File: config.mk
export PLATFORM = sky130hd
export DESIGN_NAME = pipeline_ctrl_flat
export DESIGN_NICKNAME = d
export VERILOG_FILES = /design/src/rtl/pipeline_ctrl_pkg.sv /design/src/rtl/pipeline_ctrl_if.sv /design/src/rtl/pipe_hazard_detect.sv /design/src/rtl/pipeline_ctrl.sv /design/src/flat_wrapper.sv
export SDC_FILE = /design/constraint.sdc
export NUM_CORES = 1
export LEC_CHECK = 0
export CAP_MARGIN = 20
export CORE_MARGIN = 1.5
export CORE_UTILIZATION = 49
export CTS_CLUSTER_DIAMETER = 30
export DETAILED_ROUTE_END_ITERATION = 10
export PLACE_DENSITY_LB_ADDON = 0.25
export SKIP_LAST_GASP = 1
export SLEW_MARGIN = 15
export SYNTH_ARGS = -nofsm -noshare
export SYNTH_HDL_FRONTEND = slang
export SYNTH_SLANG_ARGS = --single-unit
File: constraint.sdc
create_clock -name clk -period 3 [get_ports clk]
set_clock_uncertainty 0.15 [all_clocks]
set_input_delay 0.6 -clock clk [delete_from_list [all_inputs] [get_ports clk]]
set_output_delay 0.6 -clock clk [all_outputs]
set_load 0.02 [all_outputs]
File: src/rtl/pipeline_ctrl_pkg.sv
// rtl/pipeline_ctrl_pkg.sv - shared state encodings for the pipeline stall/flush controller
package pipeline_ctrl_pkg;

  // Width of the controller state register.
  localparam int PC_ST_BIT = 2;

  // Controller states; RUN is the reset state.
  typedef enum logic [PC_ST_BIT-1:0] {
    PC_ST_RUN      = 2'd0,
    PC_ST_MEM_WAIT = 2'd1,
    PC_ST_DRAIN    = 2'd2,
    PC_ST_HALTED   = 2'd3
  } pc_state_e;

  // Register number that never carries a real dependency.
  localparam logic [4:0] PC_REG_ZERO = 5'd0;

endpackage

File: src/rtl/pipeline_ctrl_if.sv
// rtl/pipeline_ctrl_if.sv - hazard inputs and stage control outputs of the pipeline controller
interface pipeline_ctrl_if #(
  parameter int CNT_W = 32
);

  logic [4:0]       id_req_a;
  logic [4:0]       id_req_b;
  logic             id_use_a;
  logic             id_use_b;
  logic             id_jump;
  logic             ex_mem_read;
  logic [4:0]       ex_req_w;
  logic             ex_branch_taken;
  logic             ex_halt;
  logic             wb_halt;
  logic             dm_busy;
  logic             resume;

  logic             pc_en;
  logic             if_id_en;
  logic             id_ex_en;
  logic             ex_dm_en;
  logic             dm_wb_en;
  logic             if_id_clr;
  logic             id_ex_clr;
  logic             ex_dm_clr;
  logic             dm_wb_clr;
  logic             halted;
  logic [CNT_W-1:0] cycle_cnt;
  logic [CNT_W-1:0] stall_cnt;
  logic [CNT_W-1:0] flush_cnt;

  // Datapath side: supplies hazard information, consumes the controls.
  modport master (
    output id_req_a, id_req_b, id_use_a, id_use_b, id_jump,
    output ex_mem_read, ex_req_w, ex_branch_taken, ex_halt,
    output wb_halt, dm_busy, resume,
    input  pc_en, if_id_en, id_ex_en, ex_dm_en, dm_wb_en,
    input  if_id_clr, id_ex_clr, ex_dm_clr, dm_wb_clr,
    input  halted, cycle_cnt, stall_cnt, flush_cnt
  );

  // Controller side.
  modport slave (
    input  id_req_a, id_req_b, id_use_a, id_use_b, id_jump,
    input  ex_mem_read, ex_req_w, ex_branch_taken, ex_halt,
    input  wb_halt, dm_busy, resume,
    output pc_en, if_id_en, id_ex_en, ex_dm_en, dm_wb_en,
    output if_id_clr, id_ex_clr, ex_dm_clr, dm_wb_clr,
    output halted, cycle_cnt, stall_cnt, flush_cnt
  );

endinterface

File: src/rtl/pipe_hazard_detect.sv
// rtl/pipe_hazard_detect.sv - load-use hazard compare between ID sources and EX load destination
module pipe_hazard_detect
  import pipeline_ctrl_pkg::*;
(
  input  logic       ex_mem_read_i,
  input  logic [4:0] ex_req_w_i,
  input  logic [4:0] id_req_a_i,
  input  logic [4:0] id_req_b_i,
  input  logic       id_use_a_i,
  input  logic       id_use_b_i,
  output logic       lu_o
);

  logic hit_a;
  logic hit_b;

  // A source only matters if the ID instruction actually reads it.
  assign hit_a = id_use_a_i && (id_req_a_i == ex_req_w_i);
  assign hit_b = id_use_b_i && (id_req_b_i == ex_req_w_i);

  // Loads into r0 never create a dependency.
  assign lu_o = ex_mem_read_i && (ex_req_w_i != PC_REG_ZERO) && (hit_a || hit_b);

endmodule

File: src/rtl/pipeline_ctrl.sv
// rtl/pipeline_ctrl.sv - stall/flush/halt sequencer and performance counters for the 5-stage core
module pipeline_ctrl
  import pipeline_ctrl_pkg::*;
#(
  parameter int CNT_W = 32
) (
  input  logic           clk,
  input  logic           rst,
  pipeline_ctrl_if.slave bus
);

  pc_state_e        state_q, state_d;
  logic [CNT_W-1:0] cycle_cnt_q, cycle_cnt_d;
  logic [CNT_W-1:0] stall_cnt_q, stall_cnt_d;
  logic [CNT_W-1:0] flush_cnt_q, flush_cnt_d;

  logic lu;
  logic stall_evt;
  logic flush_evt;

  logic pc_en;
  logic if_id_en, id_ex_en, ex_dm_en, dm_wb_en;
  logic if_id_clr, id_ex_clr, ex_dm_clr, dm_wb_clr;
  logic halted;

  pipe_hazard_detect u_hazard (
    .ex_mem_read_i (bus.ex_mem_read),
    .ex_req_w_i    (bus.ex_req_w),
    .id_req_a_i    (bus.id_req_a),
    .id_req_b_i    (bus.id_req_b),
    .id_use_a_i    (bus.id_use_a),
    .id_use_b_i    (bus.id_use_b),
    .lu_o          (lu)
  );

  // Output decode and next state: controls are combinational so they act on this edge.
  always_comb begin
    pc_en     = 1'b1;
    if_id_en  = 1'b1;
    id_ex_en  = 1'b1;
    ex_dm_en  = 1'b1;
    dm_wb_en  = 1'b1;
    if_id_clr = 1'b1;
    id_ex_clr = 1'b1;
    ex_dm_clr = 1'b1;
    dm_wb_clr = 1'b1;
    halted    = 1'b0;
    stall_evt = 1'b0;
    flush_evt = 1'b0;
    state_d   = state_q;

    case (state_q)
      // MEM_WAIT with memory ready behaves exactly like RUN.
      PC_ST_RUN, PC_ST_MEM_WAIT: begin
        if (bus.dm_busy) begin
          pc_en     = 1'b0;
          if_id_en  = 1'b0;
          id_ex_en  = 1'b0;
          ex_dm_en  = 1'b0;
          dm_wb_en  = 1'b0;
          dm_wb_clr = 1'b0;
          stall_evt = 1'b1;
          state_d   = PC_ST_MEM_WAIT;
        end else if (bus.ex_halt) begin
          pc_en     = 1'b0;
          if_id_clr = 1'b0;
          id_ex_clr = 1'b0;
          state_d   = PC_ST_DRAIN;
        end else begin
          state_d = PC_ST_RUN;
          if (bus.ex_branch_taken) begin
            // PC stays enabled so it picks up the branch target.
            if_id_clr = 1'b0;
            id_ex_clr = 1'b0;
            flush_evt = 1'b1;
          end else if (lu) begin
            pc_en     = 1'b0;
            if_id_en  = 1'b0;
            id_ex_clr = 1'b0;
            stall_evt = 1'b1;
          end else if (bus.id_jump) begin
            if_id_clr = 1'b0;
            flush_evt = 1'b1;
          end
        end
      end

      // Let the halt ride to WB while nothing new enters the front end.
      PC_ST_DRAIN: begin
        pc_en     = 1'b0;
        if_id_clr = 1'b0;
        id_ex_clr = 1'b0;
        if (bus.dm_busy) begin
          ex_dm_en  = 1'b0;
          dm_wb_clr = 1'b0;
          stall_evt = 1'b1;
        end
        if (bus.wb_halt) begin
          state_d = PC_ST_HALTED;
        end
      end

      PC_ST_HALTED: begin
        pc_en    = 1'b0;
        if_id_en = 1'b0;
        id_ex_en = 1'b0;
        ex_dm_en = 1'b0;
        dm_wb_en = 1'b0;
        halted   = 1'b1;
        if (bus.resume) begin
          // Bubble WB so the halt instruction is not seen again.
          dm_wb_clr = 1'b0;
          state_d   = PC_ST_RUN;
        end
      end

      default: state_d = PC_ST_RUN;
    endcase
  end

  // Counter next values; all wrap naturally.
  always_comb begin
    cycle_cnt_d = cycle_cnt_q;
    stall_cnt_d = stall_cnt_q;
    flush_cnt_d = flush_cnt_q;
    if (state_q != PC_ST_HALTED) begin
      cycle_cnt_d = cycle_cnt_q + 1'b1;
    end
    if (stall_evt) begin
      stall_cnt_d = stall_cnt_q + 1'b1;
    end
    if (flush_evt) begin
      flush_cnt_d = flush_cnt_q + 1'b1;
    end
  end

  // State and counter registers with synchronous reset.
  always_ff @(posedge clk) begin
    if (rst) begin
      state_q     <= PC_ST_RUN;
      cycle_cnt_q <= '0;
      stall_cnt_q <= '0;
      flush_cnt_q <= '0;
    end else begin
      state_q     <= state_d;
      cycle_cnt_q <= cycle_cnt_d;
      stall_cnt_q <= stall_cnt_d;
      flush_cnt_q <= flush_cnt_d;
    end
  end

  assign bus.pc_en     = pc_en;
  assign bus.if_id_en  = if_id_en;
  assign bus.id_ex_en  = id_ex_en;
  assign bus.ex_dm_en  = ex_dm_en;
  assign bus.dm_wb_en  = dm_wb_en;
  assign bus.if_id_clr = if_id_clr;
  assign bus.id_ex_clr = id_ex_clr;
  assign bus.ex_dm_clr = ex_dm_clr;
  assign bus.dm_wb_clr = dm_wb_clr;
  assign bus.halted    = halted;
  assign bus.cycle_cnt = cycle_cnt_q;
  assign bus.stall_cnt = stall_cnt_q;
  assign bus.flush_cnt = flush_cnt_q;

endmodule

File: src/flat_wrapper.sv
// flat-port wrapper written by rule: the top's interface ports become plain ports
module pipeline_ctrl_flat import pipeline_ctrl_pkg::*;
#(
  parameter int CNT_W = 32
)
  (clk, rst, bus_id_req_a, bus_id_req_b, bus_id_use_a, bus_id_use_b, bus_id_jump, bus_ex_mem_read, bus_ex_req_w, bus_ex_branch_taken, bus_ex_halt, bus_wb_halt, bus_dm_busy, bus_resume, bus_pc_en, bus_if_id_en, bus_id_ex_en, bus_ex_dm_en, bus_dm_wb_en, bus_if_id_clr, bus_id_ex_clr, bus_ex_dm_clr, bus_dm_wb_clr, bus_halted, bus_cycle_cnt, bus_stall_cnt, bus_flush_cnt);
  pipeline_ctrl_if #(.CNT_W(CNT_W)) bus_i ();
  input  logic clk;
  input  logic rst;
  input wire logic [$bits(bus_i.id_req_a)-1:0] bus_id_req_a;
  input wire logic [$bits(bus_i.id_req_b)-1:0] bus_id_req_b;
  input wire logic [$bits(bus_i.id_use_a)-1:0] bus_id_use_a;
  input wire logic [$bits(bus_i.id_use_b)-1:0] bus_id_use_b;
  input wire logic [$bits(bus_i.id_jump)-1:0] bus_id_jump;
  input wire logic [$bits(bus_i.ex_mem_read)-1:0] bus_ex_mem_read;
  input wire logic [$bits(bus_i.ex_req_w)-1:0] bus_ex_req_w;
  input wire logic [$bits(bus_i.ex_branch_taken)-1:0] bus_ex_branch_taken;
  input wire logic [$bits(bus_i.ex_halt)-1:0] bus_ex_halt;
  input wire logic [$bits(bus_i.wb_halt)-1:0] bus_wb_halt;
  input wire logic [$bits(bus_i.dm_busy)-1:0] bus_dm_busy;
  input wire logic [$bits(bus_i.resume)-1:0] bus_resume;
  output wire logic [$bits(bus_i.pc_en)-1:0] bus_pc_en;
  output wire logic [$bits(bus_i.if_id_en)-1:0] bus_if_id_en;
  output wire logic [$bits(bus_i.id_ex_en)-1:0] bus_id_ex_en;
  output wire logic [$bits(bus_i.ex_dm_en)-1:0] bus_ex_dm_en;
  output wire logic [$bits(bus_i.dm_wb_en)-1:0] bus_dm_wb_en;
  output wire logic [$bits(bus_i.if_id_clr)-1:0] bus_if_id_clr;
  output wire logic [$bits(bus_i.id_ex_clr)-1:0] bus_id_ex_clr;
  output wire logic [$bits(bus_i.ex_dm_clr)-1:0] bus_ex_dm_clr;
  output wire logic [$bits(bus_i.dm_wb_clr)-1:0] bus_dm_wb_clr;
  output wire logic [$bits(bus_i.halted)-1:0] bus_halted;
  output wire logic [$bits(bus_i.cycle_cnt)-1:0] bus_cycle_cnt;
  output wire logic [$bits(bus_i.stall_cnt)-1:0] bus_stall_cnt;
  output wire logic [$bits(bus_i.flush_cnt)-1:0] bus_flush_cnt;
  assign bus_i.id_req_a = bus_id_req_a;
  assign bus_i.id_req_b = bus_id_req_b;
  assign bus_i.id_use_a = bus_id_use_a;
  assign bus_i.id_use_b = bus_id_use_b;
  assign bus_i.id_jump = bus_id_jump;
  assign bus_i.ex_mem_read = bus_ex_mem_read;
  assign bus_i.ex_req_w = bus_ex_req_w;
  assign bus_i.ex_branch_taken = bus_ex_branch_taken;
  assign bus_i.ex_halt = bus_ex_halt;
  assign bus_i.wb_halt = bus_wb_halt;
  assign bus_i.dm_busy = bus_dm_busy;
  assign bus_i.resume = bus_resume;
  assign bus_pc_en = bus_i.pc_en;
  assign bus_if_id_en = bus_i.if_id_en;
  assign bus_id_ex_en = bus_i.id_ex_en;
  assign bus_ex_dm_en = bus_i.ex_dm_en;
  assign bus_dm_wb_en = bus_i.dm_wb_en;
  assign bus_if_id_clr = bus_i.if_id_clr;
  assign bus_id_ex_clr = bus_i.id_ex_clr;
  assign bus_ex_dm_clr = bus_i.ex_dm_clr;
  assign bus_dm_wb_clr = bus_i.dm_wb_clr;
  assign bus_halted = bus_i.halted;
  assign bus_cycle_cnt = bus_i.cycle_cnt;
  assign bus_stall_cnt = bus_i.stall_cnt;
  assign bus_flush_cnt = bus_i.flush_cnt;
  pipeline_ctrl #(.CNT_W(CNT_W)) u_core (.clk(clk), .rst(rst), .bus(bus_i));
endmodule
==> impl_metrics.toml, run 1 <==
[clocking]
clk_pin_slew_ns = 0.09
cts.sinks = 98
cts_buffer_depth = 2
clockRootBuffer = "clkbuf_8"
clk_latency_ns = 0.37
cts_hold_buf = 0
cts_tree = "built"
cts_buffers = 9
cts.htree.levels = 3

[timing]
max_slew_margin_pct = 59.1
maxSlewViolCount = 0
worst_slack_ns = 0.0188
post-route-period-util_pct = 99.4
rsz0062_at_grt = "yes"
tightest_slew_ns = 0.614
finalSetupViolations = 0
finalCriticalPeriod_ns = 2.98
hold_viol = 0
max_freq_ghz = 0.335

[cells_and_area]
drive_gt1_share_pct = 11.2
layout.nets = 766
finalCoreUtilization_pct = 69.2
area_delta_synth_final_pct = 38.1
antenna_cells = 0
stdcell_count = 875

[yosys]
yosysTopAreaCell = "dfxtp_1"
netlist_top_cells_area = "dfxtp_1 (40%), a21oi_1 (5.6%), xor2_1 (5.4%)"
yosys_warnings = 0
syn_inst = 593
synth_seq_cells = 98
synth-seq-area-share_pct = 40.3
synth_cell_types = 44
synth_edf_count = 0
synth_fp_nets = 622
synthTopCellsByCount = "dfxtp_1 (98), nor2_1 (67), a21oi_1 (55), nand2_1 (42), or3_1 (33)"
yosysMostFrequentCell = "dfxtp_1"
yosys.area.top_type_share_pct = 40.3
synthArstFlopShare_pct = 0
synth_ff_type = "dfxtp_1"
syn-mean-instance-area_um2 = 8.22
syn-cell-area_mm2 = 0.00487

[global_routing]
overflow = 0
grt_max_degree = 60
grt.busiest_layer = "met2"
grtUsageMet2_pct = 41.9
grt_usage_pct = 24.4
grt_pass1_vias = 4495
grt_pass1_wl_um = 20500
grt.met3_usage_pct = 3.25
use_met1_pct = 31.1
antenna_found_initial = 0

[setup_path]
cp_common_cell = "buf_4"
slowest_delay_ns = 0.41
reg2reg_depth = 5
rr_startpoint = "u_core.bus.stall_cnt[3]"
crit_required_ns = 2.25
end_kind = "output pin"
crit_slowest_cell = "clkdlybuf4s50_1"
timing.rr.end = "u_core.bus.stall_cnt[23]"
critPathKind = "in -> out"
r2r_setup_slack_ns = 0.57
path_cells = "clkdlybuf4s50_1 -> xnor2_1 -> and2_1 -> a32oi_2 -> buf_4 -> nor2_4 -> nor4_4 -> buf_4"
worstSetupStartpointType = "input port"
cp_num_buf_inv = 3
path_delay_family = "buffers and inverters"
cp.arrival_ns = 2.23
worst-path-max-fanout = 3

[detailed_routing]
drt_wl_total_um = 12800
drt_iter0_drc = 178
dr.pass1.iters = 4
post_drt_wl_per_cell_um = 14.6
antenna_left = 0
drc = 0
dr_total_vias = 4944
via_per_inst = 5.65

[placed_design]
port_buffers = 130
dp_hpwl_um = 9400
gp_congestion = 0.873
pre_cts_slack_ns = -0.606
place_inst = 859

[floorplan]
die_w_um = 103
ios = 132
core_area_mm2 = 0.00973
rows = 36
initial_core_util_pct = 50.1
die_h_um = 103
die_area_mm2 = 0.0106

[min_path]
hold_path.class = "reg -> reg"
hold_depth = 2
timing.hold.worst_endpoint = "u_core.bus.stall_cnt[31]"
worstHoldStart = "u_core.bus.stall_cnt[31]"

[flow_run]
cap_violations = 0

[pwr]
p_leak_nw = 2.27
peakVddDrop_v = 0.000246
power.density_mw_per_mm2 = 360

[run_status]
status = "finished, final reports clean"
## routing by layer
| metal | up-vias | share of wire, % |
|---|---|---|
| li1 | 2446 | - |
| met1 | 2368 | 45 |
| met2 | 115 | 49 |
| met3 | 15 | 3.7 |
| met4 | 0 | 1.6 |
| met5 | - | 0 |
## area by class of cell
type	instances	area, µm²
Fill cell	803	3000
Multi-Input combinational cell	450	2770
Sequential cell	98	1960
Timing Repair Buffer	165	1590
Clock buffer	13	179
Tap cell	133	166
Inverter	13	48.8
Clock inverter	3	21.3
## worst max path at each step
stage	slack [ns]	cells after the start	from	endpoint
after floorplan	0.08	7	bus_ex_req_w[1]	bus_pc_en
after global placement	-0.63	6	bus_ex_req_w[2]	bus_id_ex_clr
after detailed placement	-0.61	10	bus_ex_req_w[1]	bus_if_id_clr
after CTS	0.01	7	bus_ex_req_w[2]	bus_pc_en
after global routing	-0.03	7	bus_ex_req_w[2]	bus_pc_en
final	0.02	8	bus_id_req_b[3]	bus_pc_en
## flip-flops by register name, indices dropped and copies added (netlist names)
name	cells
u_core.bus.stall_cnt	32
u_core.state_q	2
u_core.bus.flush_cnt	32
u_core.bus.cycle_cnt	32
## where the power goes
part           leakage, nW  internal, mW  switching (mW)
Sequential           0.791          1.31          0.0182
Clock                0.102         0.393           0.459
Combinational         1.37         0.113           0.130
## metrics by stage
stage | hold slack, ns | setup TNS [ns] | cell area (µm²) | power (mW)
2_1_floorplan | 0.392 | 0 | 4890 | 1.48
3_5_place_dp | 0.323 | -18.53 | 6530 | 1.61
5_1_grt | 0.370 | -0.0321 | 6730 | 2.52
3_3_place_gp | 0.321 | -15.14 | 6530 | 1.60
4_1_cts | 0.336 | 0 | 6730 | 2.44
6_report | 0.333 | 0 | 6730 | 2.42
## cell usage in the layout, fill, tap and decap left out, types with 2 or more instances in the layout
| cell type | count |
|---|---|
| nand3_1 | 24 |
| clkbuf_8 | 13 |
| o2111ai_1 | 6 |
| nor3_1 | 7 |
| dfxtp_1 | 97 |
| nor4_2 | 3 |
| a21oi_1 | 55 |
| and4_1 | 8 |
| o31ai_1 | 17 |
| xor2_1 | 30 |
| clkdlybuf4s50_1 | 112 |
| buf_4 | 34 |
| clkdlybuf4s15_1 | 2 |
| buf_2 | 2 |
| or4_1 | 16 |
| nand4_1 | 24 |
| nor4_1 | 3 |
| buf_12 | 4 |
| and3_1 | 13 |
| o21ai_0 | 32 |
| mux2_2 | 8 |
| ha_1 | 3 |
| nand2_1 | 42 |
| nor3b_1 | 2 |
| inv_1 | 13 |
| dlygate4sd2_1 | 10 |
| or3_1 | 33 |
| nor2b_1 | 7 |
| o211ai_1 | 6 |
| nand2b_1 | 3 |
| a31o_2 | 3 |
| mux2i_1 | 2 |
| nor2_1 | 65 |
| xnor2_1 | 15 |
| and2_1 | 8 |
## what timing repair did
item                                    CTS  global route
resized for setup                        46             2
buffers inserted                          2             0
pin swaps                                12             3
endpoints found under the setup margin   22            11
## tightest hold or removal path, stage by stage (launching register included)
cell and delay, ns:
dfxtp_1 0.33, o31ai_1 0.06, a21oi_1 0.05
## kinds of logic after synthesis
logic type / count (synthesis) / share of synthesized area [%]
adders and majority gates: 3 / 0.770
buffers and inverters: 45 / 3.95
DFF: 98 / 40.3
and+or+nand+nor: 263 / 28.5
other: 1 / 0.0770
muxes: 10 / 2.26
xor gates and xnor gates: 45 / 8.09
AOI/OAI and AO/OA: 128 / 16.1
Note: power is estimated with default switching activity, not from simulation.
==> run 2, diff against run 1 <==
- SETUP_SLACK_MARGIN: default -> 0.02
==> run 2 against run 1 <==
  * Die area unchanged
  * Clock power about the same
  * Global-route usage about the same
  * Critical path type unchanged
==> impl_metrics.toml, run 2 (synthesis results as in run 1) <==
[run_status]
status = "finished, final reports clean"

[floorplan]
core_area_mm2 = 0.00973
die_h_um = 103
initial_core_util_pct = 50.1
ios = 132
die_area_mm2 = 0.0106
die_w_um = 103
rows = 36

[global_routing]
grt_max_degree = 60
grt_pass1_wl_um = 20500
antenna_found_initial = 0
overflow = 0
grt_usage_pct = 24.4
grt_pass1_vias = 4500

[setup_path]
cp.arrival_ns = 2.23
crit_required_ns = 2.25
end_kind = "output pin"
r2r_setup_slack_ns = 0.55
reg2reg_depth = 5
critPathKind = "in -> out"
worstSetupStartpointType = "input port"
worst-path-max-fanout = 3

[detailed_routing]
via_per_inst = 5.66
drt_wl_total_um = 12800
dr.pass1.iters = 5
top_layer_used = "met4"
antenna_left = 0
drt_iter0_drc = 164
wl_met1_um = 5750
wl_met3_um = 515
drc = 0
dr_total_vias = 4959
post_drt_wl_per_cell_um = 14.7
route.met2.wl_um = 6360

[clocking]
clockRootBuffer = "clkbuf_8"
cts_buffer_depth = 2
cts_hold_buf = 0
cts.sinks = 98
cts.htree.levels = 3
cts_buffers = 9
clk_latency_ns = 0.36
cts_tree = "built"
clk_pin_slew_ns = 0.09

[cells_and_area]
final_common_cell = "clkdlybuf4s50_1"
antenna_cells = 0
layout_common_cells = "clkdlybuf4s50_1 (111), dfxtp_1 (97), nor2_1 (65)"
layout.nets = 767
area_delta_synth_final_pct = 38.5
finalCoreUtilization_pct = 69.3
fin_area_mm2 = 0.00675
drive_gt1_share_pct = 11.6

[placed_design]
pre_cts_slack_ns = -0.606
port_buffers = 130
dp_hpwl_um = 9400
gp_congestion = 0.873
place_area_mm2 = 0.00653

[timing]
hold_viol = 0
max_slew_margin_pct = 59.0
finalCriticalPeriod_ns = 2.98
max_freq_ghz = 0.336
maxSlewViolCount = 0
fin_tns_setup_ns = 0
rsz0062_at_grt = "yes"
finalSetupViolations = 0
tightest_slew_ns = 0.615
post-route-period-util_pct = 99.2
worst_slack_ns = 0.0246

[pwr]
peakVddDrop_v = 0.000246
power.density_mw_per_mm2 = 359
p_leak_nw = 2.27

[min_path]
hold_depth = 2
hold_path.class = "reg -> reg"

[flow_run]
cap_violations = 0
[run 2: critical path, stage by stage]
cell and delay, ns:
clkdlybuf4s15_1 0.23, or4_4 0.52, o21ai_4 0.18, or2_4 0.17
nor2_4 0.04, nor4_4 0.29, buf_4 0.19
[run 2: area by class of cell]
class                      count  area (µm²)
fill                         797        2980
multi-input combinational    450        2780
sequential                    98        1960
timing repair buffer         166        1590
clock buffer                  13         179
tap                          133         166
inverter                      13        48.8
clock inverter                 3        21.3
[run 2: path summary, 6_finish.rpt]
| check | startpoint | end |
|---|---|---|
| worst max-delay path | bus_ex_req_w[3] | bus_pc_en |
| worst min register to register | u_core.bus.stall_cnt[31] | u_core.bus.stall_cnt[31] |
| worst max register to register | u_core.bus.stall_cnt[3] | u_core.bus.stall_cnt[23] |
| worst min-delay path | u_core.bus.stall_cnt[31] | u_core.bus.stall_cnt[31] |
[run 2: routing by layer]
metal,track usage (%),vias to the layer above
li1,-,2442
met1,31.1,2377
met2,42.1,124
met3,3.25,16
met4,9.27,0
met5,0,-
[run 2: through the flow]
step	instances	hold WS, ns	power, mW
4_1_cts	876	0.336	2.44
3_3_place_gp	859	0.321	1.60
3_5_place_dp	859	0.323	1.61
2_1_floorplan	593	0.392	1.48
5_1_grt	876	0.370	2.52
6_report	876	0.333	2.43
[run 2: power breakdown]
| part | switching, mW | internal (mW) | total, mW |
|---|---|---|---|
| Sequential | 0.0183 | 1.31 | 1.33 |
| Clock | 0.458 | 0.393 | 0.851 |
| Combinational | 0.132 | 0.113 | 0.245 |
[run 2: timing repair]
action / in CTS / in global routing
buffers inserted: 2 / 0
pin swaps: 12 / 5
endpoints found under the setup margin: 24 / 15
gates resized for setup: 48 / 5
gates cloned: 0 / 0
==> run 3, diff against run 2 <==
- ABC_AREA: default -> 1
- CORE_UTILIZATION: 49 -> 51
==> run 3 against run 2 <==
  * Final area grew 19%
  * Critical endpoint is now bus_dm_wb_clr
  * Sequential power is essentially flat
  * Clock-buffer cell count shrank 3
  * First-iteration DRC count grew to 3.5 times the previous value
  * Via count grew 37%
  * Sequential share of layout area shrank 4.6 points
  * Routed wire length grew 36%
  * Utilization shrank 2.6 points
  * Largest cell class unchanged
  * Flip-flop and latch count is the same
  * Worst hold slack gained 0.018 ns
  * Combinational power grew 24%
  * Global-route usage grew 3.2 points
==> impl_metrics.toml, run 3 <==
[global_routing]
overflow = 0
grt_max_degree = 74
grt_pass1_wl_um = 29000
antenna_found_initial = 0
grt.busiest_layer = "met2"
grtUsageMet2_pct = 45.2
grt_usage_pct = 27.6
grt_pass1_vias = 6182
grt.met3_usage_pct = 3.93
use_met1_pct = 37.3

[yosys]
synth_seq_cells = 98
synth_edf_count = 0
synth_xor_area_share_pct = 6.58
synth_compound_area_share_pct = 8.79
yosys.area.top_type_share_pct = 31.3
synth_top_family_by_area = "simple AND/OR/NAND/NOR gates"
synthTopCellsByCount = "nand2_1 (317), nor2_1 (132), dfxtp_1 (98), a21oi_1 (84), inv_1 (74)"
yosysTopAreaCell = "dfxtp_1"
synth_cell_types = 33
synth_ff_type = "dfxtp_1"
yosysMostFrequentCell = "nand2_1"
synth_fa_ha_area_share_pct = 0.600
synth_fp_nets = 1028
syn-mean-instance-area_um2 = 6.27
syn_inst = 999
synth-seq-area-share_pct = 31.3
synth_simple_gate_area_share_pct = 44.6
yosys_warnings = 0
syn-cell-area_mm2 = 0.00626
muxShareOfSynthArea_pct = 0
synthArstFlopShare_pct = 0
netlist_top_cells_area = "dfxtp_1 (31%), nand2_1 (19%), nor2_1 (7.9%)"

[pwr]
peakVddDrop_v = 0.000272
power.density_mw_per_mm2 = 365
p_leak_nw = 2.89

[min_path]
worstHoldStart = "u_core.bus.cycle_cnt[30]"
hold_path.class = "reg -> reg"
timing.hold.worst_endpoint = "u_core.bus.cycle_cnt[30]"
hold_depth = 2

[placed_design]
place_area_mm2 = 0.00770
port_buffers = 130
pre_cts_slack_ns = -0.311
gp_congestion = 0.913
dp_hpwl_um = 12600

[timing]
post-route-period-util_pct = 96.1
finalCriticalPeriod_ns = 2.88
fin_tns_setup_ns = 0
whs_ns = 0.351
rsz0062_at_grt = "no"
finalSetupViolations = 0
hold_viol = 0
worst_slack_ns = 0.116
max_freq_ghz = 0.347
max_slew_margin_pct = 45.4
tightest_slew_ns = 0.819
maxSlewViolCount = 0

[cells_and_area]
finalCoreUtilization_pct = 66.7
layout_common_cells = "nand2_1 (317), nor2_1 (132), clkdlybuf4s50_1 (123)"
antenna_cells = 0
drive_gt1_share_pct = 6.92
layout.nets = 1151
area_delta_synth_final_pct = 28.1
fin_area_mm2 = 0.00802
final_common_cell = "nand2_1"
fill_cells = 1128

[clocking]
cts.sinks = 98
cts_tree = "built"
cts_buffers = 9
clk_latency_ns = 0.36
clk_pin_slew_ns = 0.07
post_cts_buffers = 0
cts_buffer_depth = 2
cts.htree.levels = 3
clockRootBuffer = "clkbuf_16"

[detailed_routing]
dr.pass1.iters = 5
drt_iter0_drc = 570
antenna_left = 0
drt_wl_total_um = 17500
dr_total_vias = 6796
post_drt_wl_per_cell_um = 13.7
via_per_inst = 5.33
drc = 0

[setup_path]
end_kind = "output pin"
rr_startpoint = "u_core.bus.stall_cnt[0]"
timing.rr.end = "u_core.bus.stall_cnt[30]"
r2r_setup_slack_ns = 0.88
crit_required_ns = 2.25
cp.arrival_ns = 2.13
worstSetupStartpointType = "input port"
reg2reg_depth = 7
worst-path-max-fanout = 3
critPathKind = "in -> out"

[run_status]
status = "finished, final reports clean"

[floorplan]
ios = 132
core_area_mm2 = 0.0120
rows = 40
initial_core_util_pct = 52.1
die_w_um = 114
die_area_mm2 = 0.0129
die_h_um = 114

[flow_run]
cap_violations = 0
==> run 3: per-stage QoR <==
step	total power, mW	std cells
after floorplan	1.53	999
after global placement	1.67	1258
after detailed placement	1.67	1258
after CTS	2.94	1274
after global routing	3.02	1274
final	2.92	1274
==> run 3: worst max-delay path by stage <==
stage,to,cells past startpoint,slack (ns),from
6_report,bus_dm_wb_clr,4,0.12,bus_resume
5_1_grt,bus_if_id_clr,10,0.03,bus_ex_req_w[1]
4_1_cts,bus_if_id_clr,10,-0.02,bus_ex_req_w[1]
3_5_place_dp,bus_if_id_clr,10,-0.31,bus_ex_req_w[1]
3_3_place_gp,bus_if_id_clr,10,-0.23,bus_ex_req_w[3]
2_1_floorplan,bus_if_id_clr,9,0.57,bus_ex_req_w[2]
==> run 3: area by class of cell <==
type / instances / area, µm² / share of cell area [%]
Tap cell: 147 / 184 / 2.29
Sequential cell: 98 / 1960 / 24.5
Inverter: 82 / 308 / 3.84
Multi-Input combinational cell: 783 / 3790 / 47.3
Clock buffer: 10 / 239 / 2.98
Timing Repair Buffer: 148 / 1440 / 18.0
Clock inverter: 6 / 90.1 / 1.12
==> run 3: timing repair <==
action	in CTS	in global routing
hold buffers	0	0
setup endpoints to repair	4	6
gates resized for setup	5	10
pin swaps	0	1
cloned	0	0
==> run 3: critical path, cell delays in order <==
cell	delay [ns]
clkdlybuf4s50_1	0.45
or2_2	0.33
o21ai_0	0.08
clkdlybuf4s50_1	0.67
==> run 3: cell families after synthesis <==
| family | after synthesis |
|---|---|
| AO/OA/AOI/OAI | 108 |
| flip-flops | 98 |
| other | 1 |
| adder cells (fa/ha/maj) | 3 |
| buffers and inverters | 118 |
| XOR/XNOR | 47 |
| AND/OR/NAND/NOR | 624 |
==> run 3: layer usage <==
layer	vias to the layer above	wire, µm
li1	3468	-
met1	3082	8060
met2	224	7920
met3	22	1180
met4	0	303
met5	-	0
==> run 3: power by group <==
| part | switching (mW) | total [mW] | leakage, nW | internal, mW |
|---|---|---|---|---|
| clock | 0.532 | 1.29 | 0.159 | 0.755 |
| sequential | 0.0191 | 1.33 | 0.791 | 1.31 |
| combinational | 0.185 | 0.304 | 1.94 | 0.118 |
| total | 0.737 | 2.92 | 2.89 | 2.19 |
